==> src/rtl/irq_ctrl_pkg.sv <==
// Shared definitions for the interrupt controller: register map, FSM
// encoding, CLAIM register field positions and the source-count limit.
package irq_ctrl_pkg;

    // CP0 HWInt is 6 bits wide, so no more than 6 sources can be wired up.
    localparam int N_SRC_MAX = 6;

    // Word offsets inside the block (byte address bits [3:2]).
    localparam logic [1:0] ADDR_PEND  = 2'd0;
    localparam logic [1:0] ADDR_MASK  = 2'd1;
    localparam logic [1:0] ADDR_MODE  = 2'd2;
    localparam logic [1:0] ADDR_CLAIM = 2'd3;

    // CLAIM register layout: {valid, zeros, id}.
    localparam int VALID_BIT = 31;
    localparam int ID_LSB    = 0;

    typedef enum logic {
        IDLE    = 1'b0,
        SERVICE = 1'b1
    } state_t;

endpackage

==> src/rtl/irq_prio_enc.sv <==
// Combinational fixed-priority encoder, lowest set index wins.
// Ports:
//   vec - request vector
//   any - at least one bit of vec is set
//   id  - index of the lowest set bit (0 when vec is all zero)
module irq_prio_enc #(
    parameter int N    = 6,
    parameter int ID_W = 3
) (
    input  logic [N-1:0]    vec,
    output logic            any,
    output logic [ID_W-1:0] id
);

    // Scanning from the top down lets the lowest set index overwrite
    // any higher one, which gives lowest-index-first priority.
    always_comb begin
        any = 1'b0;
        id  = '0;
        for (int i = N - 1; i >= 0; i--) begin
            if (vec[i]) begin
                any = 1'b1;
                id  = ID_W'(i);
            end
        end
    end

endmodule

==> src/rtl/irq_ctrl.sv <==
// Memory-mapped interrupt controller feeding CP0 HWInt[5:0].
// Captures edge or level requests per source, latches them as pending,
// masks them, and runs a claim/complete handshake that blocks requests
// of lower or equal priority while one source is in service.
//
// Ports:
//   clk        - system clock
//   reset      - synchronous, active-high reset
//   src        - raw interrupt lines, already synchronous to clk
//   addr       - register word offset (PEND, MASK, MODE, CLAIM)
//   we, wdata  - register write strobe and data
//   re         - register read strobe; a CLAIM read claims the top source
//   rdata      - combinational read data, zero when re is low
//   hwint      - registered interrupt vector, bits >= N_SRC tied to 0
//   in_service - high while a claimed source awaits completion
//
// state   | meaning
// --------+--------------------------------------------------------------
// IDLE    | no source claimed; every masked pending source may interrupt
// SERVICE | cur_id claimed; only sources with index below cur_id pass
module irq_ctrl
    import irq_ctrl_pkg::*;
#(
    parameter int N_SRC = 6,
    parameter int ID_W  = 3
) (
    input  logic             clk,
    input  logic             reset,
    input  logic [N_SRC-1:0] src,
    input  logic [1:0]       addr,
    input  logic             we,
    input  logic [31:0]      wdata,
    input  logic             re,
    output logic [31:0]      rdata,
    output logic [5:0]       hwint,
    output logic             in_service
);

    logic [N_SRC-1:0] src_q;
    logic [N_SRC-1:0] pending;
    logic [N_SRC-1:0] pending_d;
    logic [N_SRC-1:0] mask;
    logic [N_SRC-1:0] mode;
    logic [N_SRC-1:0] masked;
    logic [N_SRC-1:0] allow;
    logic [N_SRC-1:0] eligible;
    logic [N_SRC-1:0] rise;
    logic [N_SRC-1:0] w1c;
    logic [N_SRC-1:0] claim_clr;
    logic [5:0]       hwint_d;

    state_t           state;
    state_t           state_d;
    logic [ID_W-1:0]  cur_id;
    logic [ID_W-1:0]  cur_id_d;
    logic [ID_W-1:0]  top_id;
    logic             top_any;
    logic             claim_rd;
    logic             claim_wr;
    logic             claim_take;

    logic             unused_wdata;
    assign unused_wdata = ^wdata[31:N_SRC];

    assign claim_rd   = re && (addr == ADDR_CLAIM);
    assign claim_wr   = we && (addr == ADDR_CLAIM);
    assign in_service = (state == SERVICE);

    // top_id ignores the in-service blocking so a CLAIM read in IDLE
    // always reports the highest-priority unmasked source.
    assign masked = pending & mask;

    irq_prio_enc #(
        .N    (N_SRC),
        .ID_W (ID_W)
    ) u_prio_enc (
        .vec (masked),
        .any (top_any),
        .id  (top_id)
    );

    // ---------------- FSM ----------------
    always_ff @(posedge clk) begin
        if (reset) begin
            state  <= IDLE;
            cur_id <= '0;
        end else begin
            state  <= state_d;
            cur_id <= cur_id_d;
        end
    end

    always_comb begin
        state_d    = state;
        cur_id_d   = cur_id;
        claim_take = 1'b0;
        case (state)
            IDLE: begin
                if (claim_rd && top_any) begin
                    state_d    = SERVICE;
                    cur_id_d   = top_id;
                    claim_take = 1'b1;
                end
            end
            SERVICE: begin
                // Completion must name the claimed source; anything else is dropped.
                if (claim_wr && (wdata[ID_W-1:0] == cur_id)) begin
                    state_d = IDLE;
                end
            end
            default: state_d = IDLE;
        endcase
    end

    // ---------------- capture and pending ----------------
    always_comb begin
        rise      = src & ~src_q;
        w1c       = '0;
        claim_clr = '0;
        allow     = '0;
        if (we && (addr == ADDR_PEND)) begin
            w1c = wdata[N_SRC-1:0] & mode;
        end
        for (int i = 0; i < N_SRC; i++) begin
            claim_clr[i] = claim_take && mode[i] && (top_id == ID_W'(i));
            allow[i]     = (state == IDLE) || (ID_W'(i) < cur_id);
        end
        // Edge bits: a new rising edge beats a clear in the same cycle.
        // Level bits simply follow the line.
        pending_d = (mode & (rise | (pending & ~w1c & ~claim_clr)))
                  | (~mode & src);
        eligible  = masked & allow;
        hwint_d   = '0;
        hwint_d[N_SRC-1:0] = eligible;
    end

    always_ff @(posedge clk) begin
        if (reset) begin
            src_q   <= '0;
            pending <= '0;
            mask    <= '0;
            mode    <= '0;
            hwint   <= '0;
        end else begin
            src_q   <= src;
            pending <= pending_d;
            hwint   <= hwint_d;
            if (we && (addr == ADDR_MASK)) begin
                mask <= wdata[N_SRC-1:0];
            end
            if (we && (addr == ADDR_MODE)) begin
                mode <= wdata[N_SRC-1:0];
            end
        end
    end

    // ---------------- read mux ----------------
    always_comb begin
        rdata = '0;
        if (re && !reset) begin
            case (addr)
                ADDR_PEND: rdata[N_SRC-1:0] = pending;
                ADDR_MASK: rdata[N_SRC-1:0] = mask;
                ADDR_MODE: rdata[N_SRC-1:0] = mode;
                ADDR_CLAIM: begin
                    if (state == SERVICE) begin
                        rdata[ID_LSB +: ID_W] = cur_id;
                    end else if (top_any) begin
                        rdata[VALID_BIT]      = 1'b1;
                        rdata[ID_LSB +: ID_W] = top_id;
                    end
                end
                default: rdata = '0;
            endcase
        end
    end

endmodule

==> config.mk <==
export PLATFORM = sky130hd
export DESIGN_NAME = irq_ctrl
export DESIGN_NICKNAME = d
export VERILOG_FILES = /design/src/rtl/irq_ctrl_pkg.sv /design/src/rtl/irq_prio_enc.sv /design/src/rtl/irq_ctrl.sv
export SDC_FILE = /design/constraint.sdc
export NUM_CORES = 1
export LEC_CHECK = 0
export CELL_PAD_IN_SITES_DETAIL_PLACEMENT = 1
export CELL_PAD_IN_SITES_GLOBAL_PLACEMENT = 1
export CORE_MARGIN = 2
export CORE_UTILIZATION = 27
export DETAILED_ROUTE_END_ITERATION = 10
export HOLD_SLACK_MARGIN = 0.1
export MAX_ROUTING_LAYER = met4
export PLACE_DENSITY_LB_ADDON = 0.08
export SKIP_LAST_GASP = 1
export SLEW_MARGIN = 20
export SYNTH_ARGS = -nofsm -noshare
export SYNTH_HDL_FRONTEND = slang
export SYNTH_SLANG_ARGS = --single-unit
==> constraint.sdc <==
create_clock -name clk -period 1.37 [get_ports clk]
set_input_delay 0.137 -clock clk [delete_from_list [all_inputs] [get_ports clk]]
set_output_delay 0.137 -clock clk [all_outputs]
set_load 0.02 [all_outputs]
* Yosys cells after proc, flatten, opt, wreduce, memory -nomap -nowiden
Cells that the tools add are included.
** Word-level totals
- Input bits :: 44
- Bits in read-only memories :: 0
- Logic and storage cells :: 92
- Output and inout bits :: 39
- Bits in latches :: 0
- Bits in registers :: 34
- Bits in writable memories :: 0
- Memories :: 0
** Operators by class
- Bitwise gates (word level) :: 15
- $mul :: 0
- Divide/modulo/power cells :: 0
- Shift operators :: 0
- Multiplexer cells :: 25
- Reductions and logical operators :: 30
- $add $sub $neg :: 0
- Equal/unequal tests :: 9
- $lt $le $gt $ge :: 6
** Operator list (number)
- bitwise AND 6 bit :: 8
- 2-to-1 mux 32 bit :: 1
- 2-to-1 mux 3 bit :: 8
- NOT 6 bit :: 4
- logical AND 1 bit :: 20
- 2-to-1 mux 1 bit :: 12
- OR 6 bit :: 2
- case mux 3 bit (4 select lines) :: 1
- case mux 3 bit (3 select lines) :: 1
- == test 3 x 2 -> 1 bit (second input constant) :: 2
- == test 3 bit (second input constant) :: 2
- logical OR 1 bit :: 6
- < comparator 1 x 3 -> 1 bit (first input constant) :: 2
- < comparator 2 x 3 -> 1 bit (first input constant) :: 2
- < comparator 3 bit (first input constant) :: 2
- 2-to-1 mux 6 bit :: 1
- == test 2 bit (second input constant) :: 2
- == test 3 x 1 -> 1 bit (second input constant) :: 1
- == test 3 bit :: 1
- zero test 3 bit :: 1
- == test 2 x 1 -> 1 bit (second input constant) :: 1
- zero test 2 bit :: 1
- case mux 1 bit (2 select lines) :: 1
- AND reduction 2 bit :: 1
- other kinds (2) :: 2

* Longest topological paths before layout
Gate-level depths: netlist (run 1).
- Word-level depth :: 17
- Depth in mapped cells :: 6
- Depth with buffers taken out :: 4

* By module
Synthesis (run 1) repeated with hierarchy kept, for this count alone.
** Second synthesis, totals
- Cell total of the unflattened synthesis :: 228
- Area total of the unflattened synthesis :: 1944.4 um^2
** Modules (own cells, without submodules)
- irq_ctrl :: cells each 218, instances 1, area each 1886.8 um^2
- irq_prio_enc :: cells each 10, instances 1, area each 57.6 um^2

* Worst setup path after synthesis (run 1)
Ideal clock, no wire load.
- Path kind :: flip-flop to output port
- Start :: register state (netlist: in_service)
- End :: output port rdata[1]
- Stages on the path, launching flop included :: 6
- Arrival :: 1.419 ns
- Setup slack :: -0.186 ns
- Cells stage by stage :: dfxtp_1 buf_6 nand3_1 a32oi_1 a31oi_1 nor3_1
** Between the ends
- Cells in the longest elaborated chain, start to end :: 3
** RTL lines
- from (decl) :: RTL line irq_ctrl.sv:52 : state_t state;
- from (signal assigned) :: RTL line irq_ctrl.sv:88 : state <= state_d;
- 2-to-1 mux 3 bit :: RTL line irq_ctrl.sv:166 : if (state == SERVICE) begin
- case mux 3 bit (4 select lines) :: RTL line irq_ctrl.sv:161 : case (addr)
- 2-to-1 mux 32 bit :: RTL line irq_ctrl.sv:160 : if (re && !reset) begin
- to (decl) :: RTL line irq_ctrl.sv:34 : output logic [31:0] rdata,
No other way between the ends.

* Worst setup path after layout (run 1)
- Start :: register pending[3]
- End :: output port rdata[0]
** Between the ends
- Cells in the longest elaborated chain, start to end :: 9
- Elaborated cells between the ends (all ways) :: 13
- Classes of those cells :: 12 x mux; 1 x bitwise
** RTL lines
- from (decl) :: RTL line irq_ctrl.sv:40 : logic [N_SRC-1:0] pending;
- from (signal assigned) :: RTL line irq_ctrl.sv:146 : pending <= pending_d;
- bitwise AND 6 bit * :: RTL line irq_ctrl.sv:71 : assign masked = pending & mask;
- 2-to-1 mux 3 bit or 2-to-1 mux 1 bit (tied branches) (4 in series) :: RTL line irq_prio_enc.sv:21 : if (vec[i]) begin
- 2-to-1 mux 3 bit * :: RTL line irq_ctrl.sv:168 : end else if (top_any) begin
- 2-to-1 mux 3 bit * :: RTL line irq_ctrl.sv:166
- case mux 3 bit (4 select lines) * :: RTL line irq_ctrl.sv:161
- 2-to-1 mux 32 bit * :: RTL line irq_ctrl.sv:160
Every way passes the cells marked *; elsewhere a longest branch is shown, timed or not.

==> impl_metrics.yaml, run 1 <==
global_routing:
  grt_max_degree: 27
  gr-usage-all-layers_pct: 16.8
  antenna_found_initial: 0
  gr-total-overflow: 0
  grt_first_pass_wirelength_mm: 9.46
  grt_pass1_vias: 1815
routing:
  vias: 1880
  wl_per_cell_um: 14.8
  ant_nets: 0
  first_pass_iters: 4
  drc: 0
  drtIter0Drc: 72
  wirelength_mm: 6.01
  vias_per_cell: 4.63
yosys:
  synthCells: 227
  synth-async-reset-ratio_pct: 0
  synth-seq-cells: 34
  synthTopCellsByCount: "37 x nand2_1, 34 x dfxtp_1, 26 x buf_4"
  synth_area_leaders: "dfxtp_1 36%, buf_4 10%, nand2_1 7.3%, mux2i_1 4.8%, a21oi_1 3.7%"
  ys.flop_type: "dfxtp_1"
  synth_edf_count: 0
  syn-cell-area_mm2: 0.00189
  yosysUniqueCellTypes: 45
  ys_warn_count: 0
  ys_seq_area_share_pct: 36.0
  avgSynthCellArea_um2: 8.33
  synth.most_common_cell: "nand2_1"
  synth_top_area_share_pct: 36.0
  yosys.area.top_type: "dfxtp_1"
sta:
  finalCritPeriodShare_pct: 127
  clock_skew_ns: 0.00576
  finalSetupViolCount: 7
  finalHoldViolations: 0
  rsz0062_at_grt: "yes"
  finalWorstSetupSlack_ns: -0.367
  max_clock_freq_mhz: 576
  maxSlewViolCount: 0
  fin_crit_ns: 1.74
clock_network:
  htree_levels: 2
  cts_sinks: 34
  cts_hold_buffers: 0
  cts_tree: "yes"
  clk_path_buf_depth: 2
  cts_root_buf: "clkbuf_8"
  clk_latency_ns: 0.29
  numCtsBuffers: 5
  clkTransAtPathRegs_ns: 0.07
worst_setup_path:
  critPathLaunchType: "register"
  critPathMaxStageDelay_ns: 0.35
  path_class: "reg2out"
  reg2reg_setup_slack_ns: 0.05
  crit_buf_inv: 1
  cp_max_fo: 5
  cp.required_ns: 1.23
  path_delay_family: "compound AO/OA/AOI/OAI gates"
  cp_cell_sequence: "a22o_4, o31ai_2, a2111o_1, nand2_2, buf_4"
  slowest_stage: "dfxtp_2"
  cp.arrival_ns: 1.60
  end_kind: "primary output"
placed_design:
  port_buffers: 31
  place_inst: 394
  dp_hpwl_mm: 4.66
  place_ws_ns: -0.870
  place_congestion: 0.837
  place_area_mm2: 0.00256
layout:
  diodes: 0
  nets: 354
  design_area_mm2: 0.00276
  layout-drive-gt1-share_pct: 32.3
  fin_cells: 406
  fill_cells: 822
  syn2layout_area_growth_pct: 45.9
  fin_util_pct: 40.6
floorplanning:
  chipWidth_um: 87.7
  row_count: 30
  core-area_mm2: 0.00679
  io_pins: 83
  die_y_um: 87.7
  die_area_mm2: 0.00769
  start_util_pct: 27.8
run_status:
  violations: "setup timing"
  status: "finished with violations"
power_and_ir_drop:
  p_leak_uw: 0.00120
  irDropWorstVdd_mv: 0.311
  power.density_mw_per_mm2: 792
  power_uw: 2180
hold_path:
  hp-class: "in2reg"
job:
  maxCapViolations: 0
-- what timing repair did --
item                                    in CTS  in global routing
buffers inserted                             4                  4
pin swaps                                    6                  7
cloned                                       0                  0
gates resized for setup                     52                 21
endpoints found under the setup margin      20                 14
-- worst paths after layout --
| path | to | depth (start not counted) | from |
|---|---|---|---|
| worst max-delay path | rdata[0] | 5 | pending[3] |
| worst min-delay path | cur_id[1] | 3 | reset |
| worst max register to register | pending[0] | 6 | in_service |
| worst min register to register | pending[5] | 3 | src_q[5] |
-- per-layer routing --
metal	vias up	share of wire [%]	routed length (µm)	GRT usage, %
met2	53	46	2740	26.6
li1	914	-	-	-
met1	907	49	2970	21.8
met4	0	0.88	53	6.29
met3	6	4.1	248	2.36
met5	-	0	0	-
-- final cells by class --
class	count	area, µm²	share of cell area (%)
multi-input cells	178	1110	40.2
repair buffers	88	744	27.0
flip-flops and latches	34	698	25.3
well taps	96	120	4.35
clock buffers	7	76.3	2.77
inverters	3	11.3	0.408
-- worst min-delay path: stages --
cell and delay, ns:
dlymetal6s2s_1 0.20, buf_4 0.20, nor2_1 0.09
-- where the power goes --
part / internal, µW / switching, µW / leakage [µW]
registers: 1020 / 28.2 / 0.000283
logic: 184 / 232 / 0.000884
clock network: 350 / 370 / 0.0000383
-- logic make-up (layout without fill, tap and decap cells) --
kind of cell    after synthesis  count (layout)  synth area share, %
compound gates               48              48                 19.4
flops                        34              34                 36.0
mux                          10              10                 5.95
other cells                   1              25                0.198
xor+xnor                      3               3                 1.39
buf+inv                      39              98                 14.0
simple gates                 92              92                 23.1
-- layout by cell type, fill, tap and decap left out, types with 8 or more instances in the layout --
| cell | n |
|---|---|
| dfxtp_2 | 8 |
| nand3_1 | 10 |
| nor2_1 | 16 |
| a21oi_1 | 12 |
| buf_6 | 8 |
| conb_1 | 25 |
| mux2i_1 | 8 |
| clkdlybuf4s50_1 | 18 |
| dfxtp_1 | 24 |
| nand2_1 | 36 |
| buf_4 | 55 |
-- flip-flops by register name (all words and copies together), names as in the netlist --
register	flops
mask	6
cur_id	3
src_q	6
pending	6
in_service	1
mode	6
hwint	6
-- per-stage QoR --
stage | TNS (ns) | hold slack (ns)
after global routing | -1.94 | 0.381
after detailed placement | -12.88 | 0.465
after CTS | -1.95 | 0.405
after floorplan | -0.0953 | 0.281
after global placement | -12.66 | 0.454
final | -1.29 | 0.374
Note: power is estimated with default switching activity, not from simulation.
==> inputs of run 2 (changes only) <==
--- a/config.mk
+++ b/config.mk
@@ -7,12 +7,15 @@
 export LEC_CHECK = 0
 export CELL_PAD_IN_SITES_DETAIL_PLACEMENT = 1
 export CELL_PAD_IN_SITES_GLOBAL_PLACEMENT = 1
+export CORE_ASPECT_RATIO = 0.6
 export CORE_MARGIN = 2
-export CORE_UTILIZATION = 27
+export CORE_UTILIZATION = 28
+export CTS_BUF_LIST = sky130_fd_sc_hd__clkbuf_2 sky130_fd_sc_hd__clkbuf_4 sky130_fd_sc_hd__clkbuf_8
 export DETAILED_ROUTE_END_ITERATION = 10
 export HOLD_SLACK_MARGIN = 0.1
 export MAX_ROUTING_LAYER = met4
 export PLACE_DENSITY_LB_ADDON = 0.08
+export SKIP_CTS_REPAIR_TIMING = 1
 export SKIP_LAST_GASP = 1
 export SLEW_MARGIN = 20
 export SYNTH_ARGS = -nofsm -noshare
==> run 2 against run 1 <==
Net effect:
- the run still ends with setup timing left
- global-route usage increased by 1.8 points
- sequential share of layout area fell by 0.57 points
- largest power group unchanged
- non-clock buffer count up 6
- clock-buffer cell count unchanged
- hold slack gained 0.042 ns
- sequential cell count unchanged
==> impl_metrics.yaml, run 2 (synthesis results as in run 1) <==
run_status:
  status: "finished with violations"
  violations: "setup timing"
floorplanning:
  row_count: 23
  die_y_um: 67.7
  core-area_mm2: 0.00662
  start_util_pct: 28.6
  io_pins: 83
  chipWidth_um: 110
  die_area_mm2: 0.00745
placed_design:
  place_ws_ns: -0.803
  dp_hpwl_mm: 5.10
  place_inst: 394
  port_buffers: 31
  place_congestion: 0.922
global_routing:
  grt_pass1_vias: 1761
  antenna_found_initial: 0
  grt_first_pass_wirelength_mm: 9.77
  gr-usage-all-layers_pct: 18.7
  gr-total-overflow: 0
  grt_max_degree: 27
layout:
  fin_cells: 403
  nets: 360
  layout_common_cells: "58 x buf_4, 34 x nand2_1, 25 x conb_1"
  syn2layout_area_growth_pct: 50.3
  layout_commonest_cell: "buf_4"
  layout-drive-gt1-share_pct: 36.4
  diodes: 0
  fin_util_pct: 43.0
routing:
  first_pass_iters: 4
  drc: 0
  wl_per_cell_um: 16.0
  drtIter0Drc: 60
  ant_nets: 0
  vias: 1867
  wirelength_mm: 6.44
  vias_per_cell: 4.63
power_and_ir_drop:
  irDropWorstVdd_mv: 0.335
  power.density_mw_per_mm2: 790
  p_leak_uw: 0.00127
worst_setup_path:
  reg2reg_from: "pending[3]"
  cp_max_fo: 4
  end_kind: "primary output"
  cp.required_ns: 1.23
  worstSetupStartpoint: "in_service"
  critPathLaunchType: "register"
  path_class: "reg2out"
  cp.arrival_ns: 1.59
clock_network:
  numCtsBuffers: 5
  htree_levels: 2
  clkTransAtPathRegs_ns: 0.07
  clk_path_buf_depth: 2
  clk_latency_ns: 0.29
  cts_root_buf: "clkbuf_8"
  cts_sinks: 34
  cts_tree: "yes"
sta:
  finalSetupViolCount: 13
  finalHoldViolations: 0
  clock_skew_ns: 0.00459
  finalWorstSetupSlack_ns: -0.355
  max_clock_freq_mhz: 580
  maxSlewViolCount: 0
  fin_crit_ns: 1.73
  rsz0062_at_grt: "yes"
  finalCritPeriodShare_pct: 126
  finalSetupTns_ns: -1.69
  holdWs_ns: 0.416
job:
  maxCapViolations: 0
hold_path:
  hp-class: "in2reg"
  min_from: "src[3]"
-- run 2: cell count changes in the layout (fill, tap and decap cells not counted), sizes merged --
| cell | change |
|---|---|
| clkbuf | -1 |
| buf | +6 |
| dlymetal6s2s | +2 |
| dlygate4sd2 | -3 |
| clkdlybuf4s50 | +2 |
-- run 2: layout make-up --
cell class | count | area (µm²)
clock buffer | 7 | 83.8
fill | 817 | 3770
inverter | 3 | 11.3
multi-input combinational | 178 | 1130
sequential | 34 | 703
tap | 87 | 109
timing repair buffer | 94 | 806
-- run 2: path summary, 6_finish.rpt --
check                             endpoint  slack [ns]  cells after the start
worst min-delay path              src_q[3]        0.42                      2
worst max register to register  pending[3]       -0.10                      6
worst min register to register  pending[3]        0.48                      3
worst max-delay path              rdata[0]       -0.36                      5
-- run 2: power breakdown --
group	leakage [µW]	switching [µW]	total, µW	internal [µW]
clock	0.0000452	369	759	390
sequential	0.000284	32.7	1050	1020
combinational	0.000936	236	434	198
-- run 2: metal layers --
| layer | vias to the layer above | global-route usage, % | part of all wire [%] |
|---|---|---|---|
| li1 | 928 | - | - |
| met1 | 899 | 28.3 | 56 |
| met2 | 36 | 24.8 | 39 |
| met3 | 4 | 4.05 | 3.7 |
| met4 | 0 | 3.75 | 0.59 |
| met5 | - | - | 0 |
-- run 2: through the flow --
| stage | cell area [µm²] | power, µW |
|---|---|---|
| detailed placement | 2620 | 1480 |
| CTS | 2700 | 2240 |
| global route | 2840 | 2360 |
| floorplan | 2000 | 1320 |
| global placement | 2620 | 1480 |
| finish | 2840 | 2250 |
-- run 2: critical path, cell delays in order (launching register included) --
cell     delay, ns
dfxtp_2       0.35
and2_1        0.18
mux4_2        0.48
nand2_2       0.09
nand2_2       0.05
buf_4         0.15
==> inputs of run 3 (changes only) <==
--- a/config.mk
+++ b/config.mk
@@ -11,13 +11,14 @@
 export CORE_MARGIN = 2
 export CORE_UTILIZATION = 28
 export CTS_BUF_LIST = sky130_fd_sc_hd__clkbuf_2 sky130_fd_sc_hd__clkbuf_4 sky130_fd_sc_hd__clkbuf_8
+export CTS_CLUSTER_SIZE = 8
 export DETAILED_ROUTE_END_ITERATION = 10
 export HOLD_SLACK_MARGIN = 0.1
 export MAX_ROUTING_LAYER = met4
 export PLACE_DENSITY_LB_ADDON = 0.08
 export SKIP_CTS_REPAIR_TIMING = 1
 export SKIP_LAST_GASP = 1
-export SLEW_MARGIN = 20
+export SLEW_MARGIN = 30
 export SYNTH_ARGS = -nofsm -noshare
 export SYNTH_HDL_FRONTEND = slang
 export SYNTH_SLANG_ARGS = --single-unit
==> results of run 3 <==
The final DEF is identical to that of run 2; final timing and power are the same.
